`src/rtl/seg_scan_driver.sv`:
```
// Multiplexed 7-segment scan driver: tear-free double-buffered hex display.
// Optional leading-zero blanking with `define SEG_SCAN_LZB_EN.
module seg_scan_driver #(
  parameter int CLK_HZ     = 50000000,
  parameter int REFRESH_HZ = 60,
  parameter int DIGITS     = 4,
  parameter int BLANK_CYC  = 500
) (
  input  logic                  clk,
  input  logic                  rst_n,
  input  logic [4*DIGITS-1:0]   value,
  input  logic [DIGITS-1:0]     dp,
  input  logic                  load,
  output logic                  load_ack,
  output logic [6:0]            seg,
  output logic                  seg_dp,
  output logic [DIGITS-1:0]     n_digit,
  output logic                  frame_done
);

  localparam int DIV = CLK_HZ / (REFRESH_HZ * DIGITS);
  localparam int CW  = (DIV > 1) ? $clog2(DIV) : 1;
  localparam int IW  = (DIGITS > 1) ? $clog2(DIGITS) : 1;

  localparam logic [CW-1:0] CNT_LAST = CW'(DIV - 1);
  localparam logic [CW-1:0] CNT_SHOW = CW'(BLANK_CYC);
  localparam logic [IW-1:0] IDX_LAST = IW'(DIGITS - 1);

  localparam logic ST_BLANK = 1'b0;
  localparam logic ST_SHOW  = 1'b1;

  logic [CW-1:0]         cnt;
  logic [CW-1:0]         cnt_nxt;
  logic [IW-1:0]         idx;
  logic [IW-1:0]         idx_nxt;
  logic                  state;
  logic                  state_nxt;

  logic [4*DIGITS-1:0]   live_val;
  logic [DIGITS-1:0]     live_dp;
  logic [4*DIGITS-1:0]   live_val_nxt;
  logic [DIGITS-1:0]     live_dp_nxt;
  logic [4*DIGITS-1:0]   pend_val;
  logic [DIGITS-1:0]     pend_dp;
  logic                  pend_flag;

  logic                  slot_end;
  logic                  frame_end;
  logic                  commit;

  logic [DIGITS-1:0]     lz;
  logic [3:0]            nib;
  logic                  dpb;
  logic                  blk;

  function automatic logic [6:0] hex7(input logic [3:0] h);
    logic [6:0] p;
    case (h)
      4'h0:    p = 7'h3F;
      4'h1:    p = 7'h06;
      4'h2:    p = 7'h5B;
      4'h3:    p = 7'h4F;
      4'h4:    p = 7'h66;
      4'h5:    p = 7'h6D;
      4'h6:    p = 7'h7D;
      4'h7:    p = 7'h07;
      4'h8:    p = 7'h7F;
      4'h9:    p = 7'h6F;
      4'hA:    p = 7'h77;
      4'hB:    p = 7'h7C;
      4'hC:    p = 7'h39;
      4'hD:    p = 7'h5E;
      4'hE:    p = 7'h79;
      default: p = 7'h71;
    endcase
    return p;
  endfunction

  assign slot_end  = (cnt == CNT_LAST);
  assign frame_end = slot_end && (idx == IDX_LAST);
  assign commit    = frame_end && (load || pend_flag);

  always_comb begin
    cnt_nxt = slot_end ? '0 : cnt + CW'(1);
    idx_nxt = idx;
    if (slot_end)
      idx_nxt = (idx == IDX_LAST) ? '0 : idx + IW'(1);
  end

  // A load landing on the boundary edge bypasses pending and goes live.
  always_comb begin
    live_val_nxt = live_val;
    live_dp_nxt  = live_dp;
    if (commit) begin
      live_val_nxt = load ? value : pend_val;
      live_dp_nxt  = load ? dp    : pend_dp;
    end
  end

  always_comb begin
    state_nxt = state;
    unique case (1'b1)
      (state == ST_BLANK): begin
        if (cnt_nxt == CNT_SHOW)
          state_nxt = ST_SHOW;
      end
      (state == ST_SHOW): begin
        if (slot_end && (BLANK_CYC != 0))
          state_nxt = ST_BLANK;
      end
    endcase
  end

`ifdef SEG_SCAN_LZB_EN
  always_comb begin
    logic run;
    lz  = '0;
    run = 1'b1;
    for (int i = DIGITS - 1; i >= 0; i--) begin
      run   = run && (live_val_nxt[4*i +: 4] == 4'h0);
      lz[i] = run;
    end
    lz[0] = 1'b0;
  end
`else
  assign lz = '0;
`endif

  always_comb begin
    nib = 4'h0;
    dpb = 1'b0;
    blk = 1'b0;
    for (int i = 0; i < DIGITS; i++) begin
      if (idx_nxt == IW'(i)) begin
        nib = live_val_nxt[4*i +: 4];
        dpb = live_dp_nxt[i];
        blk = lz[i];
      end
    end
  end

  always_ff @(posedge clk or negedge rst_n) begin
    if (!rst_n) begin
      cnt   <= '0;
      idx   <= '0;
      state <= ST_BLANK;
    end else begin
      cnt   <= cnt_nxt;
      idx   <= idx_nxt;
      state <= state_nxt;
    end
  end

  always_ff @(posedge clk or negedge rst_n) begin
    if (!rst_n) begin
      live_val  <= '0;
      live_dp   <= '0;
      pend_val  <= '0;
      pend_dp   <= '0;
      pend_flag <= 1'b0;
    end else begin
      live_val <= live_val_nxt;
      live_dp  <= live_dp_nxt;
      if (load && !frame_end) begin
        pend_val  <= value;
        pend_dp   <= dp;
        pend_flag <= 1'b1;
      end else if (frame_end) begin
        pend_flag <= 1'b0;
      end
    end
  end

  // Outputs follow the next-state position so enable and pattern align.
  always_ff @(posedge clk or negedge rst_n) begin
    if (!rst_n) begin
      n_digit    <= '1;
      seg        <= 7'h7F;
      seg_dp     <= 1'b1;
      load_ack   <= 1'b0;
      frame_done <= 1'b0;
    end else begin
      load_ack   <= commit;
      frame_done <= frame_end;
      if (state_nxt == ST_SHOW) begin
        n_digit <= ~(DIGITS'(1) << idx_nxt);
        seg     <= blk ? 7'h7F : ~hex7(nib);
        seg_dp  <= ~dpb;
      end else begin
        n_digit <= '1;
        seg     <= 7'h7F;
        seg_dp  <= 1'b1;
      end
    end
  end

endmodule

```
`config.mk`:
```
export PLATFORM = sky130hd
export DESIGN_NAME = seg_scan_driver
export DESIGN_NICKNAME = d
export VERILOG_FILES = /design/src/rtl/seg_scan_driver.sv
export SDC_FILE = /design/constraint.sdc
export NUM_CORES = 1
export LEC_CHECK = 0
export CORE_MARGIN = 5
export CORE_UTILIZATION = 60
export CTS_BUF_LIST = sky130_fd_sc_hd__clkbuf_2 sky130_fd_sc_hd__clkbuf_4 sky130_fd_sc_hd__clkbuf_8
export DETAILED_ROUTE_END_ITERATION = 8
export GPL_TIMING_DRIVEN = 0
export HOLD_SLACK_MARGIN = 0.08
export PLACE_DENSITY_LB_ADDON = 0.1
export SYNTH_ARGS = -nofsm -noshare
export SYNTH_HDL_FRONTEND = slang
export SYNTH_SLANG_ARGS = --single-unit
```
`constraint.sdc`:
```
create_clock -name clk -period 4.08 [get_ports clk]
set_input_delay 0.816 -clock clk [delete_from_list [all_inputs] [get_ports clk]]
set_output_delay 0.816 -clock clk [all_outputs]
set_load 0.02 [all_outputs]
```
==> results.md, run 1 <==
- Status: finished, final reports clean
- Syn_nets: around 430
- Fmax: ~270 MHz
- Fillers: between 500 and 600
- Peak supply drop: roughly 0.24 mV
- Internal power: 1.05 mW
- Crit end category: register
- GRT Residual Overflow: 0
- Worst r2r path cells: 13
- Final Max Tran Viols: 0
- Number of hold buffers added after cts: 0
- Total power divided by cell area: 278 nW/um^2
- Clk buf depth: 2
- Unique cell type count in the Yosys netlist: between 60 and 70
- Commonest cells in the netlist: dfrtp_1, mux2_2, nand2_1, nor2_1, mux2i_1
- Register Area: about 1900 um^2
- Final Instance Area: between 4000 and 5000 um^2
- Final Hold Fails: 0
- Die Ht: between 90 and 100 um
- Largest net degree at the start of global routing: between 50 and 60
- Die width: between 90 and 100 um
- Detailed Route WL: approximately 9000 um
- Clock transition at the registers of the reported paths: around 0.080 ns
- Register share of total power: between 50 and 60%
- Comb pwr share: ~7.5%
- Slew HR: 46.8%
- DR vias/cell: 5.78
- Synth Register Bits: between 70 and 80
- H-tree depth: 3
- Top cells by area, synth: dfrtp_1, mux2_2, dfstp_2, mux2i_1, nand2_1
- Post-synth EDFFs: 0
- Layout Skew: ~0.0085 ns
- Clock sink count: 76
- Fin util: roughly 73%
- Max Cap Viol: 0
- Kind of critical path: register to register
- GRT Util Overall: between 20% and 30%
- Gp weighted congestion: 0.843
- Drt pass-1 iters: 4
- Fin Hold WS: about 0.35 ns
- Vias in the first global route: ~3.2k
- Area of the mapped netlist: between 4000 and 5000 um^2
- Post-synth ARST share: 100%
- Antenna violations before repair: 0
- Post-Syn Instances: about 390
- Inst Count DP: roughly 530
- CTS tree: yes
- Standard-cell rows: 30
- Syn-to-layout area delta: 17.9%
- PortBufs: 35
- Critical path data arrival time: around 4 ns
- YS warnings: 0
- Sequential fraction of the synthesis area: 45.5%
- Worst path cell trace: inv_1, ha_1, or4b_1, nor3_4, buf_4, mux2_2, mux2_2, mux2i_4, inv_1, ha_1, nor4b_1, a2111oi_1, a31oi_1
- Global-route wire length before repair: between 15000 and 20000 um
- Switching Fraction: 24.4%
- Net switching power: ~0.34 mW
- Crit path largest cell delay: ~0.55 ns
- Final Non-Filler Cells: ~550
- Critical Path Source Type: register
- Die ar.: just under 9000 um^2
- Tot Pwr: around 1.4 mW
- DP Area: 4710 um^2
- Top delay family on crit path: multiplexers
- DRC Markers: 0
- WL/cell: 16.3 um
- Starting Density: approximately three fifths
- Leakage power: around 2.2 nW
- CP max stage cell: or4b_1
- WP data required: 4.34 ns
- Cts bufs inserted: 9
- Synth top area share: a little under two fifths
- Initial DRC Count: roughly 240
- Dpl hpwl: approximately 6300 um
- Worst-Margin Slew: about 0.8 ns
- Post-synth top area cell: dfrtp_1
- Ys flop type: dfrtp_1
- Stages on worst setup path: 13
- Layout cells sized above 1: 22.4%
- Hold Path Class: input pin to asynchronous set/reset pin
- I/O pin count: 37
- CP Buf/Inv Count: 3
- Worst-skew pair later-pin latency: around 0.35 ns
- Clk root buf: clkbuf_8
- Minimum clock period after layout: around 3.7 ns
- Tcrit/Tclk final: 91.8%
- Crit-path max FO: 8
- # nets final: between 400 and 500
- RSZ-0062 raised after global routing: false
- Final setup vio count: 0
- Multi-input gate area: 2200 um^2
- Most common cell in the synthesized netlist: dfrtp_1
- Vias post-DR: around 3.2k
- Number of nets with antenna violations after routing: 0
- Antenna cell count: 0
- Core ar.: just under 7000 um^2
- Clk pwr share: between 30% and 40%
- Synthesized area per cell: between 10 and 15 um^2
==> layer usage <==
layer	GRT usage (%)	vias to the layer above	share of wire, %
met5	0	-	0
met4	7.70	0	2.2
met3	3.77	26	4.8
met2	35.2	80	47
met1	30.1	1527	46
li1	-	1530	-
==> worst reg2reg max path, delay by kind of cell (launching register included) <==
| family | cells | cell delay (ns) |
|---|---|---|
| DFF | 1 | 0.45 |
| adders and majority gates | 2 | 0.45 |
| AOI/OAI and AO/OA | 2 | 0.42 |
| muxes | 3 | 0.99 |
| buffers and inverters | 3 | 0.42 |
| and+or+nand+nor | 3 | 0.93 |
==> sequential cells by signal, summed over array words and instances (netlist names) <==
register,flops
cnt,18
frame_done,1
idx,2
live_dp,4
live_val,16
load_ack,1
n_digit,4
pend_dp,4
pend_flag,1
pend_val,16
seg,7
seg_dp,1
state,1
==> layout by cell type (no fill, tap or decap), drive strengths merged, types with 3 or more instances in the layout <==
| master | instances |
|---|---|
| dfrtp | 64 |
| mux2 | 40 |
| clkdlybuf4s50 | 34 |
| nand2 | 34 |
| nor2 | 29 |
| mux2i | 24 |
| buf | 19 |
| nand3 | 18 |
| clkbuf | 18 |
| o21ai | 17 |
| xor2 | 14 |
| dfstp | 12 |
| xnor2 | 9 |
| inv | 9 |
| ha | 9 |
| nand4 | 7 |
| a21oi | 7 |
| and3 | 6 |
| nor4b | 6 |
| clkinv | 6 |
| or3 | 5 |
| nor3 | 5 |
| a211oi | 4 |
| o31ai | 4 |
| or4 | 3 |
| and4 | 3 |
| a21boi | 3 |
| o211ai | 3 |
==> through the flow <==
| stage | setup slack (ns) | TNS [ns] |
|---|---|---|
| floorplan | 0.404 | 0 |
| global placement | -0.421 | -22.52 |
| detailed placement | -0.436 | -1.34 |
| CTS | 0.0232 | 0 |
| global route | 0.0386 | 0 |
| finish | 0.334 | 0 |
==> cell families after synthesis <==
logic type | count (synthesis) | share of synthesized area [%]
AOI/OAI and AO/OA | 60 | 10.1
xor gates and xnor gates | 23 | 4.78
adders and majority gates | 9 | 2.67
buffers and inverters | 31 | 3.38
DFF | 76 | 45.5
muxes | 64 | 16.7
and+or+nand+nor | 131 | 16.9
==> cell type report <==
| cell class | count | share of cell area [%] |
|---|---|---|
| Clock buffer | 9 | 2.49 |
| Clock inverter | 6 | 0.856 |
| Tap cell | 96 | 2.42 |
| Buffer | 20 | 1.94 |
| Multi-Input combinational cell | 287 | 44.3 |
| Sequential cell | 76 | 38.6 |
| Timing Repair Buffer | 42 | 8.46 |
| Inverter | 11 | 0.931 |
==> final timing paths <==
check                            from          to  slack, ns
max                            cnt[0]      seg[3]       0.33
min                             rst_n      cnt[9]       0.35
max reg2reg                    cnt[0]      seg[3]       0.33
min reg2reg                live_dp[1]  live_dp[1]       0.49
max in group asynchronous       rst_n    load_ack       3.17
min in group clk           live_dp[1]  live_dp[1]       0.49
==> timing repair <==
item                                    4_1_cts  5_1_grt
pin swaps                                     1        2
buffers inserted                              1        5
gates resized for setup                       6        3
endpoints found under the setup margin        7        2
==> power by group through the flow <==
stage	clock network (mW)	logic, mW	registers [mW]
floorplan	0	0.0533	0.794
global placement	0	0.0990	0.796
detailed placement	0	0.104	0.797
CTS	0.508	0.105	0.782
global route	0.542	0.114	0.786
finish	0.497	0.103	0.783
No activity file was read; power rests on OpenSTA's default activity.
==> run 2: changes to the inputs <==
--- a/config.mk
+++ b/config.mk
@@ -6,12 +6,13 @@
 export NUM_CORES = 1
 export LEC_CHECK = 0
 export CORE_MARGIN = 5
-export CORE_UTILIZATION = 60
+export CORE_UTILIZATION = 34
 export CTS_BUF_LIST = sky130_fd_sc_hd__clkbuf_2 sky130_fd_sc_hd__clkbuf_4 sky130_fd_sc_hd__clkbuf_8
 export DETAILED_ROUTE_END_ITERATION = 8
 export GPL_TIMING_DRIVEN = 0
 export HOLD_SLACK_MARGIN = 0.08
 export PLACE_DENSITY_LB_ADDON = 0.1
+export SLEW_MARGIN = 40
 export SYNTH_ARGS = -nofsm -noshare
 export SYNTH_HDL_FRONTEND = slang
 export SYNTH_SLANG_ARGS = --single-unit
==> constraint.sdc (replaced) <==
create_clock -name clk -period 3.75 [get_ports clk]
set_input_delay 0.75 -clock clk [delete_from_list [all_inputs] [get_ports clk]]
set_output_delay 0.75 -clock clk [all_outputs]
set_load 0.02 [all_outputs]
==> results.md, run 2 (synthesized netlist as in run 1, its figures left out) <==
- Worst-Margin Slew: 0.696 ns (-0.102 ns)
- Pre-CTS setup slack: -0.915 ns (-0.479 ns)
- H-tree depth: 3 (unchanged)
- Vias post-DR: 3108 (-1.7%)
- GRT Residual Overflow: 0 (unchanged)
- Clock transition at the registers of the reported paths: 0.08 ns (about the same)
- Vias in the first global route: 3156 (-0.16%)
- Total power divided by cell area: 334 nW/um^2 (+20%)
- CP max stage cell: or4b_2
- Status: finished, final reports clean
- Clk root buf: clkbuf_8
- Detailed Route WL: 9890 um (+11%)
- Layout cells sized above 1: 24.5% (+2.1 points)
- Crit path largest cell delay: 0.58 ns (+0.03 ns)
- Layout Skew: 0.00847 ns (-0.0000361 ns)
- Standard-cell rows: 40 (+33%)
- Dpl hpwl: 7080 um (+12%)
- Largest register FFs: 18 (unchanged)
- Number of nets with antenna violations after routing: 0 (unchanged)
- Slew HR: 53.3% (+6.5 points)
- Largest net degree at the start of global routing: 52 (-5.5%)
- Starting Density: 35.0% (-27 points)
- Top delay family on crit path: simple AND/OR/NAND/NOR gates
- Antenna violations before repair: 0 (unchanged)
- Max Cap Viol: 0 (unchanged)
- CTS tree: yes
- Commonest non-fill, non-tap cell in the layout: dfrtp_1
- Initial DRC Count: 92 (-61%)
- DRC Markers: 0 (unchanged)
- Critical path data arrival time: 3.87 ns (-0.14 ns)
- # nets final: 480 (+0.21%)
- Top flop regs: cnt (18), live_val (16), pend_val (16)
- Syn-to-layout area delta: 23.7%
- Crit end category: register
- Largest Register: cnt
- Hold Path Class: input pin to asynchronous set/reset pin
- Worst-skew pair later-pin latency: 0.37 ns (+0.02 ns)
- Crit-path max FO: 9 (+1)
- Leakage power: 2.24 nW (+2.1%)
- CP Buf/Inv Count: 3 (unchanged)
- Commonest cells after routing, fill and taps aside: dfrtp_1, mux2_2, clkdlybuf4s50_1
- CP dominant cell by count: mux2i_4
- Minimum clock period after layout: 3.60 ns (-0.149 ns)
- Die ar.: 14700 um^2 (+67%)
- Drt pass-1 iters: 4 (unchanged)
- Worst path cell trace: buf_2, nand2_2, or4_1, buf_6, nor2_8, mux2i_4, clkinv_4, mux2_2, mux2i_4, ha_2, nor2_1, or4b_2, nand4_1, o221ai_1
- WP data required: 4.03 ns (-0.31 ns)
- Global-route wire length before repair: 16300 um (+6.8%)
- Peak supply drop: 0.195 mV (-18%)
- Number of hold buffers added after cts: 0 (unchanged)
- Fillers: 1214 (+140%)
- Final Hold Fails: 0 (unchanged)
- Final Max Tran Viols: 0 (unchanged)
- Gp weighted congestion: 0.779 (-7.6%)
- DP Area: 4810 um^2 (+2.0%)
- Final setup vio count: 0 (unchanged)
- PortBufs: 35 (unchanged)
- Die width: 121 um (+29%)
- I/O pin count: 37 (unchanged)
- Tcrit/Tclk final: 95.9% (+4.1 points)
- Clk buf depth: 2 (unchanged)
- Cts bufs inserted: 9 (unchanged)
- Die Ht: 121 um (+29%)
- WL/cell: 15.9 um (-2.2%)
- Tot Pwr: 1.74 mW (+26%)
- Clock sink count: 76 (unchanged)
- Kind of critical path: register to register
- Fin util: 43.2% (-30 points)
- Critical Path Source Type: register
- Core ar.: 12100 um^2 (+77%)
- DR vias/cell: 5.00 (-13%)
- Final setup margin: 0.153 ns (-0.181 ns)
- Final Instance Area: 5220 um^2 (+4.9%)
- GRT Util Overall: 14.3% (-7.6 points)
- Antenna cell count: 0 (unchanged)
- Fmax: 278 MHz (+4.2%)
- Setup TNS: 0 ns (unchanged)
run 2: area by class of cell:
type | count | area [um^2] | share of cell area, %
Timing Repair Buffer | 43 | 444 | 8.52
Clock buffer | 10 | 138 | 2.64
Sequential cell | 76 | 1920 | 36.8
Inverter | 11 | 46.3 | 0.888
Multi-Input combinational cell | 287 | 2250 | 43.2
Buffer | 20 | 96.3 | 1.85
Clock inverter | 6 | 111 | 2.14
Tap cell | 168 | 210 | 4.03
run 2: final timing paths:
path | startpoint | end | slack (ns) | cells past startpoint
worst max-delay path | cnt[2] | seg[0] | 0.15 | 14
worst max register to register | cnt[2] | seg[0] | 0.15 | 14
worst min register to register | live_val[4] | live_val[4] | 0.50 | 1
min in group clk | live_val[4] | live_val[4] | 0.50 | 1
max in group asynchronous | rst_n | live_val[9] | 2.98 | 2
worst min-delay path | rst_n | cnt[3] | 0.24 | 1
run 2: layer usage:
metal,GRT usage (%),share of wire (%)
met1,19.6,50
met2,21.4,43
met3,4.34,4.5
met4,5.11,1.8
met5,0,0
run 2: report_power, final:
group	switching (mW)	leakage, nW	total [mW]	internal, mW
Sequential	0.00952	0.955	0.851	0.841
Clock	0.316	0.122	0.776	0.460
Combinational	0.0536	1.16	0.115	0.0614
run 2: metrics by stage:
stage          cells  hold WS, ns
5_1_grt          621        0.233
6_report         621        0.237
3_5_place_dp     598        0.484
3_3_place_gp     597        0.473
4_1_cts          620        0.231
2_1_floorplan    394        0.454
run 2: what timing repair did:
| item | CTS | global route |
|---|---|---|
| resized for setup | 9 | 10 |
| setup endpoints to repair | 7 | 6 |
| buffers inserted | 6 | 1 |
| pin swaps | 4 | 2 |
run 2: worst register-to-register path, delay by kind of cell, from the launching register on:
family | cells | cell delay [ns]
buffers and inverters | 3 | 0.52
and+or+nand+nor | 6 | 1.55
adders and majority gates | 1 | 0.24
DFF | 1 | 0.32
AOI/OAI and AO/OA | 1 | 0.12
muxes | 3 | 0.74
==> run 3: changes to the inputs <==
--- a/config.mk
+++ b/config.mk
@@ -6,7 +6,7 @@
 export NUM_CORES = 1
 export LEC_CHECK = 0
 export CORE_MARGIN = 5
-export CORE_UTILIZATION = 34
+export CORE_UTILIZATION = 60
 export CTS_BUF_LIST = sky130_fd_sc_hd__clkbuf_2 sky130_fd_sc_hd__clkbuf_4 sky130_fd_sc_hd__clkbuf_8
 export DETAILED_ROUTE_END_ITERATION = 8
 export GPL_TIMING_DRIVEN = 0
==> results.md, run 3 (synthesized netlist as in run 1, its figures left out) <==
- Status: finished, final reports clean
- Max Cap Viol: 0 (unchanged)
- Clk pwr share: 35.8% (-8.7 points)
- Die ar.: 8800 um^2 (-40%)
- Global-route wire length before repair: 15600 um (-4.1%)
- Clk buf depth: 2 (unchanged)
- Worst path cell trace: inv_1, ha_1, or4b_4, nor3_4, buf_12, mux2_2, mux2_2, mux2i_4, ha_2, nor2_1, a22oi_1, nand4_1, o221ai_1
- Register share of total power: 56.7% (+7.8 points)
- Crit end category: register
- Peak supply drop: 0.243 mV (+25%)
- GRT Residual Overflow: 0 (unchanged)
- Core ar.: 6830 um^2 (-43%)
- RSZ-0062 raised after global routing: true
- Syn-to-layout area delta: 19.9%
- Minimum clock period after layout: 3.60 ns (+0.00550 ns)
- Worst R2R End: seg[0]
- Kind of critical path: register to register
- Fillers: 485 (-60%)
- Final setup vio count: 0 (unchanged)
- Fmax: 278 MHz (-0.15%)
- Final Hold Fails: 0 (unchanged)
- Top flop regs: cnt (18), live_val (16), pend_val (16)
- Layout Skew: 0.00992 ns (+0.00145 ns)
- Die width: 93.8 um (-23%)
- Fin Hold WS: 0.242 ns (+0.00544 ns)
- Largest Register: cnt
- DRC Markers: 0 (unchanged)
- Drt pass-1 iters: 5 (+1)
- Hold Path Class: input pin to asynchronous set/reset pin
- Slew HR: 46.9% (-6.4 points)
- CTS tree: yes
- Critical Path Source Type: register
- Worst-skew pair later-pin latency: 0.35 ns (-0.02 ns)
- Worst r2r path cells: 13 (-1)
- Tcrit/Tclk final: 96.1% (+0.15 points)
- Largest net degree at the start of global routing: 55 (+5.8%)
- Antenna violations before repair: 0 (unchanged)
- DR vias/cell: 5.87 (+17%)
- Critical path data arrival time: 3.86 ns (about the same)
- Commonest non-fill, non-tap cell in the layout: dfrtp_1
- Dpl hpwl: 6320 um (-11%)
- Die Ht: 93.8 um (-23%)
- WL/cell: 16.4 um (+3.0%)
- Initial DRC Count: 238 (+160%)
- H-tree depth: 3 (unchanged)
- Crit-path max FO: 7 (-2)
- CP max stage cell: or4b_4
- WP data required: 4.01 ns (-0.02 ns)
- Number of nets with antenna violations after routing: 0 (unchanged)
- Switching Fraction: 24.3% (+2.5 points)
- Gp weighted congestion: 0.843 (+8.2%)
- Worst-Margin Slew: 0.791 ns (+0.0945 ns)
- Largest register FFs: 18 (unchanged)
- Vias in the first global route: 3212 (+1.8%)
- Clk root buf: clkbuf_8
- Vias post-DR: 3239 (+4.2%)
- # nets final: 484 (+0.83%)
- PortBufs: 35 (unchanged)
- Register Area: 1920 um^2 (about the same)
- Layout cells sized above 1: 24.8% (+0.28 points)
- Commonest cells after routing, fill and taps aside: dfrtp_1, mux2_2, clkdlybuf4s50_1
- Starting Density: 61.7% (+27 points)
- Setup slack, reg-to-reg: 0.15 ns (about the same)
- Leakage power: 2.22 nW (-0.91%)
- Multi-input gate area: 2230 um^2 (-0.89%)
- Clock transition at the registers of the reported paths: 0.08 ns (about the same)
- Internal power: 1.14 mW (-16%)
- I/O pin count: 37 (unchanged)
- Final Non-Filler Cells: 552 (-11%)
- Comb pwr share: 7.5% (+0.9 points)
- Crit path largest cell delay: 0.52 ns (-0.06 ns)
- Inst Count DP: 526 (-12%)
- Clock sink count: 76 (unchanged)
- FF-to-FF Start: cnt[0]
- Net switching power: 0.365 mW (-3.6%)
- Cts bufs inserted: 9 (unchanged)
- Final Max Tran Viols: 0 (unchanged)
- Detailed Route WL: 9060 um (-8.4%)
- Standard-cell rows: 30 (-25%)
- GRT Util Overall: 22.3% (+8.0 points)
- CP dominant cell by count: mux2_2
- Antenna cell count: 0 (unchanged)
- Total power divided by cell area: 297 nW/um^2 (-11%)
## run 3: changes by cell type in the layout (fill, tap and decap cells not counted), moves of 2 or more
cell and change:
inv_2 -2, clkinv_2 +2, buf_4 +4, inv_1 +2, bufinv_16 -3
## run 3: repair_timing
| item | CTS | global route |
|---|---|---|
| gates cloned | 0 | 1 |
| pin swaps | 3 | 2 |
| hold buffers | 0 | 0 |
| gates resized for setup | 8 | 10 |
| setup endpoints to repair | 7 | 2 |
| buffers inserted | 5 | 6 |
## run 3: worst max path at each step
stage          slack [ns]    from  cells after the start      to
6_report             0.15  cnt[0]                     13  seg[0]
5_1_grt             -0.02  cnt[0]                     13  seg[0]
4_1_cts              0.01  cnt[0]                     13  seg[3]
3_5_place_dp        -0.77  cnt[0]                     14  seg[3]
3_3_place_gp        -0.75  cnt[0]                     14  seg[3]
2_1_floorplan        0.07  cnt[0]                     13  seg[3]
## run 3: area by class of cell
class | count | area share, %
flip-flops and latches | 76 | 38.0
clock buffers | 9 | 2.45
inverters | 11 | 0.915
repair inverters | 1 | 0.0990
multi-input cells | 287 | 44.1
plain buffers | 19 | 1.88
repair buffers | 47 | 9.38
well taps | 96 | 2.38
clock inverters | 6 | 0.841
## run 3: worst max-delay path, delay by kind of cell, from the launching register on
| kind | cells | cell delay, ns |
|---|---|---|
| compound gates | 2 | 0.41 |
| fa+ha+maj | 2 | 0.54 |
| buf+inv | 2 | 0.24 |
| mux | 3 | 0.91 |
| simple gates | 4 | 0.96 |
| flops | 1 | 0.45 |
## run 3: through the flow
| stage | total power [mW] | util, % | instance area (um^2) | worst slack [ns] | setup TNS (ns) |
|---|---|---|---|---|---|
| global route | 1.57 | 74.0 | 5060 | -0.0242 | -0.0242 |
| global placement | 0.973 | 68.6 | 4690 | -0.751 | -41.67 |
| floorplan | 0.922 | - | 4220 | 0.0744 | 0 |
| detailed placement | 0.981 | 69.0 | 4720 | -0.772 | -3.70 |
| finish | 1.50 | 74.0 | 5060 | 0.148 | 0 |
| CTS | 1.52 | 72.9 | 4980 | 0.0143 | 0 |
## run 3: metal layers
metal	up-vias	wire length, um	track usage [%]	part of all wire (%)
met1	1574	4190	31.3	46
met3	15	438	3.77	4.8
met4	0	110	6.86	1.2
met2	104	4320	35.5	48
met5	-	0	0	0
li1	1546	-	-	-
## run 3: power by group through the flow
stage / clock network (mW) / registers, mW / logic [mW]
final: 0.539 / 0.852 / 0.113
after global routing: 0.592 / 0.855 / 0.125
after CTS: 0.554 / 0.851 / 0.114
after detailed placement: 0 / 0.867 / 0.114
after global placement: 0 / 0.866 / 0.108
after floorplan: 0 / 0.864 / 0.0580
